===== src/rtl/muldiv_seq.sv =====
// ---------------------------------------------------------------------------
// muldiv_seq
//
// Iterative radix-2 multiply/divide unit for the HI/LO operations. It sits
// beside the single-cycle ALU and returns a {hi, lo} pair for:
//   op 00 MULTU, 01 MULT, 10 DIVU, 11 DIV
// Each request goes IDLE -> PREP -> CALC (WIDTH steps) -> FIX -> DONE.
//
// Ports:
//   clk_i        clock, rising edge
//   rst_n_i      asynchronous active-low reset
//   start_i      request valid; accepted when ready_o is high
//   ready_o      unit idle and able to accept a request
//   op_i         operation select (see above)
//   src0_i       multiplicand / dividend
//   src1_i       multiplier / divisor
//   flush_i      synchronous cancel of the operation in flight
//   out_valid_o  result valid
//   out_ready_i  consumer accepts the result
//   hi_o         product upper half / remainder
//   lo_o         product lower half / quotient
//   div_zero_o   result came from a divide with src1 == 0
//
// Optional build macro:
//   MULDIV_EARLY_OUT_EN  trivial multiplies (a zero operand) and divides
//                        with |dividend| < |divisor| skip CALC entirely.
// ---------------------------------------------------------------------------
module muldiv_seq #(
    parameter int WIDTH = 32,
    parameter int CNT_W = 6
) (
    input  logic             clk_i,
    input  logic             rst_n_i,
    input  logic             start_i,
    output logic             ready_o,
    input  logic [1:0]       op_i,
    input  logic [WIDTH-1:0] src0_i,
    input  logic [WIDTH-1:0] src1_i,
    input  logic             flush_i,
    output logic             out_valid_o,
    input  logic             out_ready_i,
    output logic [WIDTH-1:0] hi_o,
    output logic [WIDTH-1:0] lo_o,
    output logic             div_zero_o
);

    localparam int AW = 2 * WIDTH + 1;
    localparam logic [CNT_W-1:0] LAST_CNT = CNT_W'(WIDTH - 1);

    typedef enum logic [2:0] {
        S_IDLE,
        S_PREP,
        S_CALC,
        S_FIX,
        S_DONE
    } state_e;

    state_e            state_q, state_d;
    logic [1:0]        op_q, op_d;
    logic [WIDTH-1:0]  src0_q, src0_d;
    logic [WIDTH-1:0]  src1_q, src1_d;
    // Multiplicand magnitude for multiplies, divisor magnitude for divides.
    logic [WIDTH-1:0]  opnd_q, opnd_d;
    // Multiply: {carry, hi, lo}. Divide: {remainder[WIDTH:0], quotient}.
    logic [AW-1:0]     acc_q, acc_d;
    logic              qneg_q, qneg_d;
    logic              rneg_q, rneg_d;
    logic              dz_q, dz_d;
    logic [CNT_W-1:0]  cnt_q, cnt_d;
    logic [WIDTH-1:0]  hi_q, hi_d;
    logic [WIDTH-1:0]  lo_q, lo_d;
    logic              dzo_q, dzo_d;

    logic              is_div;
    logic              is_signed;
    logic [WIDTH-1:0]  mag0;
    logic [WIDTH-1:0]  mag1;
    logic              early;
    logic [WIDTH:0]    mul_upper;
    logic [AW-1:0]     mul_next;
    logic [WIDTH:0]    div_shift;
    logic              div_ge;
    logic [WIDTH:0]    div_rem;
    logic [AW-1:0]     div_next;
    logic [2*WIDTH-1:0] prod_fix;
    logic [WIDTH-1:0]  quo_fix;
    logic [WIDTH-1:0]  rem_fix;

    assign is_div    = op_q[1];
    assign is_signed = op_q[0];

    // Operand magnitudes. The most negative value maps onto 2^(WIDTH-1),
    // which still fits as an unsigned WIDTH-bit number.
    always_comb begin
        mag0 = src0_q;
        mag1 = src1_q;
        if (is_signed && src0_q[WIDTH-1]) begin
            mag0 = (~src0_q) + WIDTH'(1);
        end
        if (is_signed && src1_q[WIDTH-1]) begin
            mag1 = (~src1_q) + WIDTH'(1);
        end
    end

    // Trivial-case detection used to bypass CALC. Divide-by-zero is never
    // trivial so that its raw-dividend/all-ones result path stays unique.
`ifdef MULDIV_EARLY_OUT_EN
    always_comb begin
        if (is_div) begin
            early = (mag1 != '0) && (mag0 < mag1);
        end else begin
            early = (mag0 == '0) || (mag1 == '0);
        end
    end
`else
    assign early = 1'b0;
`endif

    // One shift-add multiply step: add the multiplicand into the upper half
    // when the current multiplier bit is set, then shift right by one.
    always_comb begin
        if (acc_q[0]) begin
            mul_upper = {1'b0, acc_q[2*WIDTH-1:WIDTH]} + {1'b0, opnd_q};
        end else begin
            mul_upper = {1'b0, acc_q[2*WIDTH-1:WIDTH]};
        end
        mul_next = {1'b0, mul_upper, acc_q[WIDTH-1:1]};
    end

    // One restoring divide step: shift the next dividend bit into the
    // remainder, subtract the divisor if it fits, and shift the quotient bit
    // in at the bottom. acc_q[AW-1] is the remainder's carry bit; if it is
    // ever set the shifted value certainly exceeds the divisor.
    always_comb begin
        div_shift = {acc_q[2*WIDTH-1:WIDTH], acc_q[WIDTH-1]};
        div_ge    = acc_q[AW-1] || (div_shift >= {1'b0, opnd_q});
        if (div_ge) begin
            div_rem = div_shift - {1'b0, opnd_q};
        end else begin
            div_rem = div_shift;
        end
        div_next = {div_rem, acc_q[WIDTH-2:0], div_ge};
    end

    // Sign restoration applied in FIX.
    always_comb begin
        prod_fix = acc_q[2*WIDTH-1:0];
        quo_fix  = acc_q[WIDTH-1:0];
        rem_fix  = acc_q[2*WIDTH-1:WIDTH];
        if (qneg_q) begin
            prod_fix = (~acc_q[2*WIDTH-1:0]) + (2*WIDTH)'(1);
            quo_fix  = (~acc_q[WIDTH-1:0]) + WIDTH'(1);
        end
        if (rneg_q) begin
            rem_fix = (~acc_q[2*WIDTH-1:WIDTH]) + WIDTH'(1);
        end
    end

    // Next-state and datapath control. Flush wins over everything outside
    // IDLE and leaves the published result registers untouched.
    always_comb begin
        state_d = state_q;
        op_d    = op_q;
        src0_d  = src0_q;
        src1_d  = src1_q;
        opnd_d  = opnd_q;
        acc_d   = acc_q;
        qneg_d  = qneg_q;
        rneg_d  = rneg_q;
        dz_d    = dz_q;
        cnt_d   = cnt_q;
        hi_d    = hi_q;
        lo_d    = lo_q;
        dzo_d   = dzo_q;

        if (flush_i && (state_q != S_IDLE)) begin
            state_d = S_IDLE;
        end else begin
            case (state_q)
                S_IDLE: begin
                    if (start_i) begin
                        op_d    = op_i;
                        src0_d  = src0_i;
                        src1_d  = src1_i;
                        state_d = S_PREP;
                    end
                end
                S_PREP: begin
                    qneg_d = is_signed && (src0_q[WIDTH-1] ^ src1_q[WIDTH-1]);
                    rneg_d = is_signed && src0_q[WIDTH-1];
                    dz_d   = is_div && (src1_q == '0);
                    cnt_d  = '0;
                    if (is_div) begin
                        opnd_d = mag1;
                        acc_d  = {{(WIDTH+1){1'b0}}, mag0};
                    end else begin
                        opnd_d = mag0;
                        acc_d  = {{(WIDTH+1){1'b0}}, mag1};
                    end
                    if (early) begin
                        // Multiply result is zero; divide has quotient 0 and
                        // remainder equal to the dividend magnitude.
                        if (is_div) begin
                            acc_d = {1'b0, mag0, {WIDTH{1'b0}}};
                        end else begin
                            acc_d = '0;
                        end
                        state_d = S_FIX;
                    end else begin
                        state_d = S_CALC;
                    end
                end
                S_CALC: begin
                    acc_d = is_div ? div_next : mul_next;
                    if (cnt_q == LAST_CNT) begin
                        state_d = S_FIX;
                    end else begin
                        cnt_d = cnt_q + CNT_W'(1);
                    end
                end
                S_FIX: begin
                    if (dz_q) begin
                        hi_d = src0_q;
                        lo_d = '1;
                    end else if (is_div) begin
                        hi_d = rem_fix;
                        lo_d = quo_fix;
                    end else begin
                        hi_d = prod_fix[2*WIDTH-1:WIDTH];
                        lo_d = prod_fix[WIDTH-1:0];
                    end
                    dzo_d   = dz_q;
                    state_d = S_DONE;
                end
                S_DONE: begin
                    if (out_ready_i) begin
                        state_d = S_IDLE;
                    end
                end
                default: begin
                    state_d = S_IDLE;
                end
            endcase
        end
    end

    // State and datapath registers; reset aborts any operation at once.
    always_ff @(posedge clk_i or negedge rst_n_i) begin
        if (!rst_n_i) begin
            state_q <= S_IDLE;
            op_q    <= '0;
            src0_q  <= '0;
            src1_q  <= '0;
            opnd_q  <= '0;
            acc_q   <= '0;
            qneg_q  <= 1'b0;
            rneg_q  <= 1'b0;
            dz_q    <= 1'b0;
            cnt_q   <= '0;
            hi_q    <= '0;
            lo_q    <= '0;
            dzo_q   <= 1'b0;
        end else begin
            state_q <= state_d;
            op_q    <= op_d;
            src0_q  <= src0_d;
            src1_q  <= src1_d;
            opnd_q  <= opnd_d;
            acc_q   <= acc_d;
            qneg_q  <= qneg_d;
            rneg_q  <= rneg_d;
            dz_q    <= dz_d;
            cnt_q   <= cnt_d;
            hi_q    <= hi_d;
            lo_q    <= lo_d;
            dzo_q   <= dzo_d;
        end
    end

    assign ready_o     = (state_q == S_IDLE);
    assign out_valid_o = (state_q == S_DONE);
    assign hi_o        = hi_q;
    assign lo_o        = lo_q;
    assign div_zero_o  = dzo_q;

endmodule


===== config.mk =====
export PLATFORM = sky130hd
export DESIGN_NAME = muldiv_seq
export DESIGN_NICKNAME = d
export VERILOG_FILES = /design/src/rtl/muldiv_seq.sv
export SDC_FILE = /design/constraint.sdc
export NUM_CORES = 1
export LEC_CHECK = 0
export BUFFER_PORTS_ARGS = -buffer_cell sky130_fd_sc_hd__buf_2
export CAP_MARGIN = 5
export CORE_MARGIN = 4
export CORE_UTILIZATION = 60
export DETAILED_ROUTE_END_ITERATION = 16
export PLACE_DENSITY = 0.85
export SYNTH_ARGS = -nofsm -noshare
export SYNTH_HDL_FRONTEND = slang
export SYNTH_SLANG_ARGS = --single-unit

===== constraint.sdc =====
create_clock -name clk_i -period 10 [get_ports clk_i]
set_clock_uncertainty 0.2 [all_clocks]
set_input_delay 2 -clock clk_i [delete_from_list [all_inputs] [get_ports clk_i]]
set_output_delay 2 -clock clk_i [all_outputs]
set_load 0.01 [all_outputs]

Yosys cells after proc, flatten, opt, wreduce, memory -nomap -nowiden:

Index checks and enable logic that the tools add are counted.

* reduce and logical (&&, ||, !) cells: 16
* $add $sub $neg: 8
* bitwise operators: 7
* eq/ne operators: 9
* muxes and demuxes: 22
* $lt $le $gt $ge: 1

Operators with widths (number)
* 32-bit two-way mux: 10
* 65-bit case mux with 2 select lines: 1
* 32-bit by 1-bit adder with 32-bit output (second input constant): 4
* 32-bit NOT: 4
* 33-bit two-way mux: 2
* 65-bit two-way mux: 1
* 64-bit by 1-bit adder with 64-bit output (second input constant): 1
* 64-bit two-way mux: 1
* 64-bit NOT: 1
* 32-bit by 32-bit adder with 33-bit output: 1
* 33-bit by 32-bit greater-or-equal comparator with 1-bit output: 1
* 33-bit by 32-bit subtractor with 33-bit output: 1
* 32-bit logical NOT: 1
* 3-bit case mux with 5 select lines: 1
* 3-bit two-way mux: 4
* 6-bit case mux with 2 select lines: 1
* 3-bit AND reduction: 3
* 6-bit by 1-bit adder with 6-bit output (second input constant): 1
* 3-bit by 2-bit equality test with 1-bit output (second input constant): 2
* 6-bit by 5-bit equality test with 1-bit output (second input constant): 1
* 6-bit two-way mux: 1
* 2-bit AND reduction: 3
* 1-bit logical AND: 5
* 3-bit by 1-bit equality test with 1-bit output (second input constant): 1
* 11 further kinds: 11

* bits in registers: 240
* logic and storage cells: 76

Logic depth before layout (Yosys ltp):

* depth after elaboration: 5
* depth in mapped cells: 15
* depth with buffers taken out: 14

Worst setup path before layout:

OpenSTA, ideal clock, no wires.

* path type: input port to flip-flop
* start point: input flush_i
* end point: register acc_q[32]
* data arrival time: 3.534 ns
* buffers on the path: 2
* library setup time: 0.138 ns
* setup slack: 6.128 ns
* stages on the path: 8
* cell sequence: nor2_1 > nand2_1 > nor2_1 > nor2_1 > inv_1 > clkbuf_1 > clkbuf_1 > o22ai_1

* cells in the longest elaborated chain, start to end: 3

Ends and longest elaborated chain
* start: declaration: RTL line 39 `input logic flush_i,`
* 1-bit logical AND: RTL line 176 `if (flush_i && (state_q != S_IDLE)) begin`
* 1-bit NOT (no source line)
* 2-bit AND reduction (no source line)
* end signal: assignment: RTL line 255 `acc_q <= '0;`
* end signal: assignment: RTL line 269 `acc_q <= acc_d;`
* end: declaration: RTL line 65 `logic [AW-1:0] acc_q, acc_d;`

Every way passes these cells.
A chain may end at the register's enable or synchronous reset.

Final worst setup path:

* start point: register acc_q[37]
* end point: register acc_q[0]

* cells in the longest elaborated chain, start to end: 4

Ends and longest elaborated chain
* 33-bit by 32-bit greater-or-equal comparator with 1-bit output: RTL line 136 `div_ge = acc_q[AW-1] || (div_shift >= {1'b0, opnd_q});`
* 1-bit logical OR: RTL line 136
* 65-bit two-way mux: RTL line 214 `acc_d = is_div ? div_next : mul_next;`
* 65-bit case mux with 2 select lines: RTL line 179 `case (state_q)`

Every way passes these cells.

==> results.md <==
- Vias: roughly 17000
- Final #Nets: 2249
- Max-slew violation total from the final report: 0
- Area overhead of the layout relative to synthesis: 9.825%
- GRT Total Usage: 0.3503
- Power density cells: 396.5 mW/mm²
- Number of buffers inserted during clock tree synthesis: 27
- Count of max-cap constraint violations: 0
- Hold-fix buffer count after cts: 0
- Leak: around 0.0084 µW
- Vias in the first global route: 15689
- Post-route DRC violation count: 0
- Number of clock sinks: 240
- Post-Layout Cell Count: 2511
- Count of distinct cell types in the synthesized netlist: 82
- WS Path Type: flop to flop
- Diode count: 0
- CTS tree: built
- Starting Density: 0.6081
- Latest clock arrival within the worst-skew pair: 540 ps
- Sequential fraction of the synthesis area: 0.3450
- Core Area: 0.02863 mm²
- Detailed Place HPWL: a little over 40000 µm
- Cell type with the largest total area after synthesis: dfrtp_1
- RSZ-0062 raised after global routing: false
- Post-Route WL: 56120 µm
- Number of cell rows: 62
- Number of synthesized flops with an enable pin: 0
- CP bufs+invs: 1
- Largest delay contributor family on the critical path: compound AO/OA/AOI/OAI gates
- Path category of the worst min-delay check: flop to flop
- Floorplan die area: 0.03180 mm²
- Routed length per placed instance: 22.35 µm
- Synthesized instance count: 2056
- Top area cells in the synthesized netlist: dfrtp_1 (35%), a21oi_1 (5.5%), xnor2_1 (5.1%)
- Number of nets with antenna violations after detailed routing: 0
- Placed Cells incl. Taps: 2462
- Gp weighted congestion: 0.9675
- Slowest cell delay on critical path: 870 ps
- Vias per cell: 6.611
- Cts repair resizes: 0
- Drt first-iter violations: 2033
- CP Launch Type: flop
- Share of layout cells above drive strength 1: 0.1410
- Synth top area share: 0.3450
- Status: complete, no violations
- Setup bufs post-CTS: 0
- Synthesized net count: 2198
- First-pass GRT wire length: 88460 µm
- Synth Warn #: 0
- Post-synthesis area per instance: 8.467 µm²
- Antenna violations before repair: 0
- Final hold viol count: 0
- Library cell contributing the largest single delay on the critical path: o31ai_1
- Highest net fanout along the worst path: 60
- GRT Residual Overflow: 0
- Clock tree root driver cell: clkbuf_16
- X dimension of the die: 178.3 µm
- Required time of the critical path: 10190 ps
- Critical path arrival: 4440 ps
- Cell area after technology mapping: 0.01741 mm²
- CP cell instances: ha_1, a211oi_1, nor2_1, o31ai_1, a31oi_1, o31ai_1, o31ai_4, buf_4, mux4_2, nand2_1, o21ai_0
- Number of detailed-routing iterations run before antenna repair: 6
- Overall die height: about 180 µm
- Clock period minus worst slack: 4253 ps
- Worst IR Drop VDD: 0.2430 mV
- Maximum achievable frequency: 235.1 MHz
- IO Count: 138
- Final period util: 0.4253
- Most used cell along the critical path: o31ai_1
- Sum of negative setup slack: 0 ps
- Share of synthesized flip-flops with an asynchronous set or reset: 1.000
- Flip-flop and latch count after synthesis: 240
- Relative slew margins: 0.1652
- Number of port buffers: roughly 140
- Least-Margin Pin Slew: 1252 ps
- Worst setup EP type: flop
- Maximum number of pins on one net before global-route repair: 117
- Minimum setup slack among reg-to-reg paths: 5750 ps
- Clock slew at reported path FFs: approximately 60 ps
- Number of endpoints failing setup at the final stage: 0
- CTS H-tree lvls: 1
- Max Buffers Root-to-Sink: 3
- Primary FF master, synth: dfrtp_1
## sequential cells by signal, indices dropped and copies added (netlist names), 2 cells and up
signal	cells
acc_q	65
cnt_q	6
hi_o	32
lo_o	32
op_q	2
opnd_q	32
src0_q	32
src1_q	32
state_q	3
## synth_stat cells (all sizes together) (14+ instances only)
| master | instances |
|---|---|
| xnor2 | 102 |
| nor2 | 161 |
| nand2 | 210 |
| o221ai | 19 |
| o211ai | 25 |
| mux2i | 42 |
| and3 | 25 |
| o21ai | 202 |
| nor3 | 34 |
| ha | 69 |
| nand2b | 22 |
| inv | 69 |
| clkbuf | 120 |
| a31oi | 22 |
| nor4 | 20 |
| o22a | 31 |
| xor2 | 67 |
| a22o | 14 |
| a21oi | 191 |
| o31ai | 30 |
| or4 | 16 |
| mux2 | 63 |
| a21o | 28 |
| dfrtp | 240 |
| a211oi | 19 |
| nand3 | 40 |
| or3 | 22 |
| nor2b | 14 |
## kinds of logic (layout without fill, tap and decap cells)
group	after synthesis	count (layout)	synth area share
and+or+nand+nor	605	605	0.1671
DFF	240	240	0.3450
adders and majority gates	71	71	0.05189
muxes	108	108	0.06878
xor gates and xnor gates	169	169	0.08503
AOI/OAI and AO/OA	661	661	0.2383
buffers and inverters	202	273	0.04392
## metrics by stage
stage | total power (µW) | cell area (µm²) | utilization | hold WS [ps] | setup slack (ps)
after CTS | 7449 | 19120 | 0.6679 | 276.9 | 5856
after global placement | 6307 | 18250 | 0.6377 | 260.1 | 5534
after floorplan | 5129 | 17410 | - | 245.5 | 6128
final | 7580 | 19120 | 0.6679 | 279.8 | 5747
after global routing | 8105 | 19120 | 0.6679 | 301.9 | 5436
after detailed placement | 6421 | 18250 | 0.6377 | 258.8 | 5431
## worst min-delay path: stages (launching register included)
cell and delay, ps:
dfrtp_1 350, nand2_1 50, nand2_1 50
## path summary, 6_finish.rpt
check,startpoint,endpoint,depth (start not counted)
setup / recovery,acc_q[37],acc_q[0],11
max in group asynchronous,rst_n_i,op_q[1],2
setup reg to reg,acc_q[37],acc_q[0],11
hold reg to reg,lo_o[0],lo_o[0],2
min in group asynchronous,rst_n_i,acc_q[9],1
hold / removal,lo_o[0],lo_o[0],2
## layer usage
metal,up-vias,wire (µm),share of wire,GRT usage
met3,144,5569,0.099,0.05808
met4,0,2293,0.041,0.1273
met2,953,25780,0.46,0.5549
li1,7566,-,-,-
met1,7937,22480,0.40,0.4876
met5,-,0,0,0
## final cells by class
type / count / area, µm²
inverters: 69 / 259.0
flip-flops and latches: 240 / 6010
clock inverters: 15 / 142.6
repair buffers: 155 / 830.8
well taps: 384 / 480.5
fillers: 2250 / 9507
multi-input cells: 1614 / 10670
clock buffers: 34 / 721.9
## placed cells by master, fill, tap and decap left out, types with 6 or more instances in the layout
| master | synthesis | layout |
|---|---|---|
| nand3_1 | 39 | 38 |
| a22o_1 | 14 | 14 |
| mux2_2 | 63 | 63 |
| o21ai_0 | 174 | 174 |
| nor2_1 | 161 | 158 |
| o41ai_1 | 9 | 9 |
| a22oi_1 | 6 | 6 |
| nand4_1 | 10 | 10 |
| or4_1 | 11 | 11 |
| and3_1 | 25 | 24 |
| o211ai_1 | 25 | 25 |
| o31ai_1 | 29 | 28 |
| o221ai_1 | 19 | 19 |
| or3_1 | 22 | 22 |
| nor4_1 | 15 | 15 |
| a21oi_1 | 191 | 191 |
| nand2_1 | 210 | 210 |
| clkbuf_16 | 0 | 27 |
| o22a_1 | 31 | 31 |
| nand2b_1 | 22 | 21 |
| buf_2 | 4 | 136 |
| xnor2_1 | 102 | 102 |
| nor3b_1 | 6 | 6 |
| mux2i_1 | 42 | 42 |
| nor3_1 | 33 | 33 |
| ha_1 | 69 | 69 |
| o21bai_1 | 8 | 8 |
| buf_4 | 0 | 18 |
| a31oi_1 | 22 | 22 |
| inv_1 | 69 | 69 |
| xor2_1 | 67 | 67 |
| a21o_1 | 28 | 28 |
| a32o_1 | 6 | 6 |
| clkinv_2 | 0 | 7 |
| o21ai_1 | 28 | 28 |
| a211oi_1 | 19 | 19 |
| o21a_1 | 6 | 6 |
| nor2b_1 | 14 | 14 |
| dfrtp_1 | 240 | 239 |
## power breakdown
part | switching [µW] | total (µW) | internal [µW]
combinational | 2680 | 4490 | 1810
sequential | 731 | 2100 | 1370
clock | 423 | 986 | 564
No activity file was read; power rests on OpenSTA's default activity.
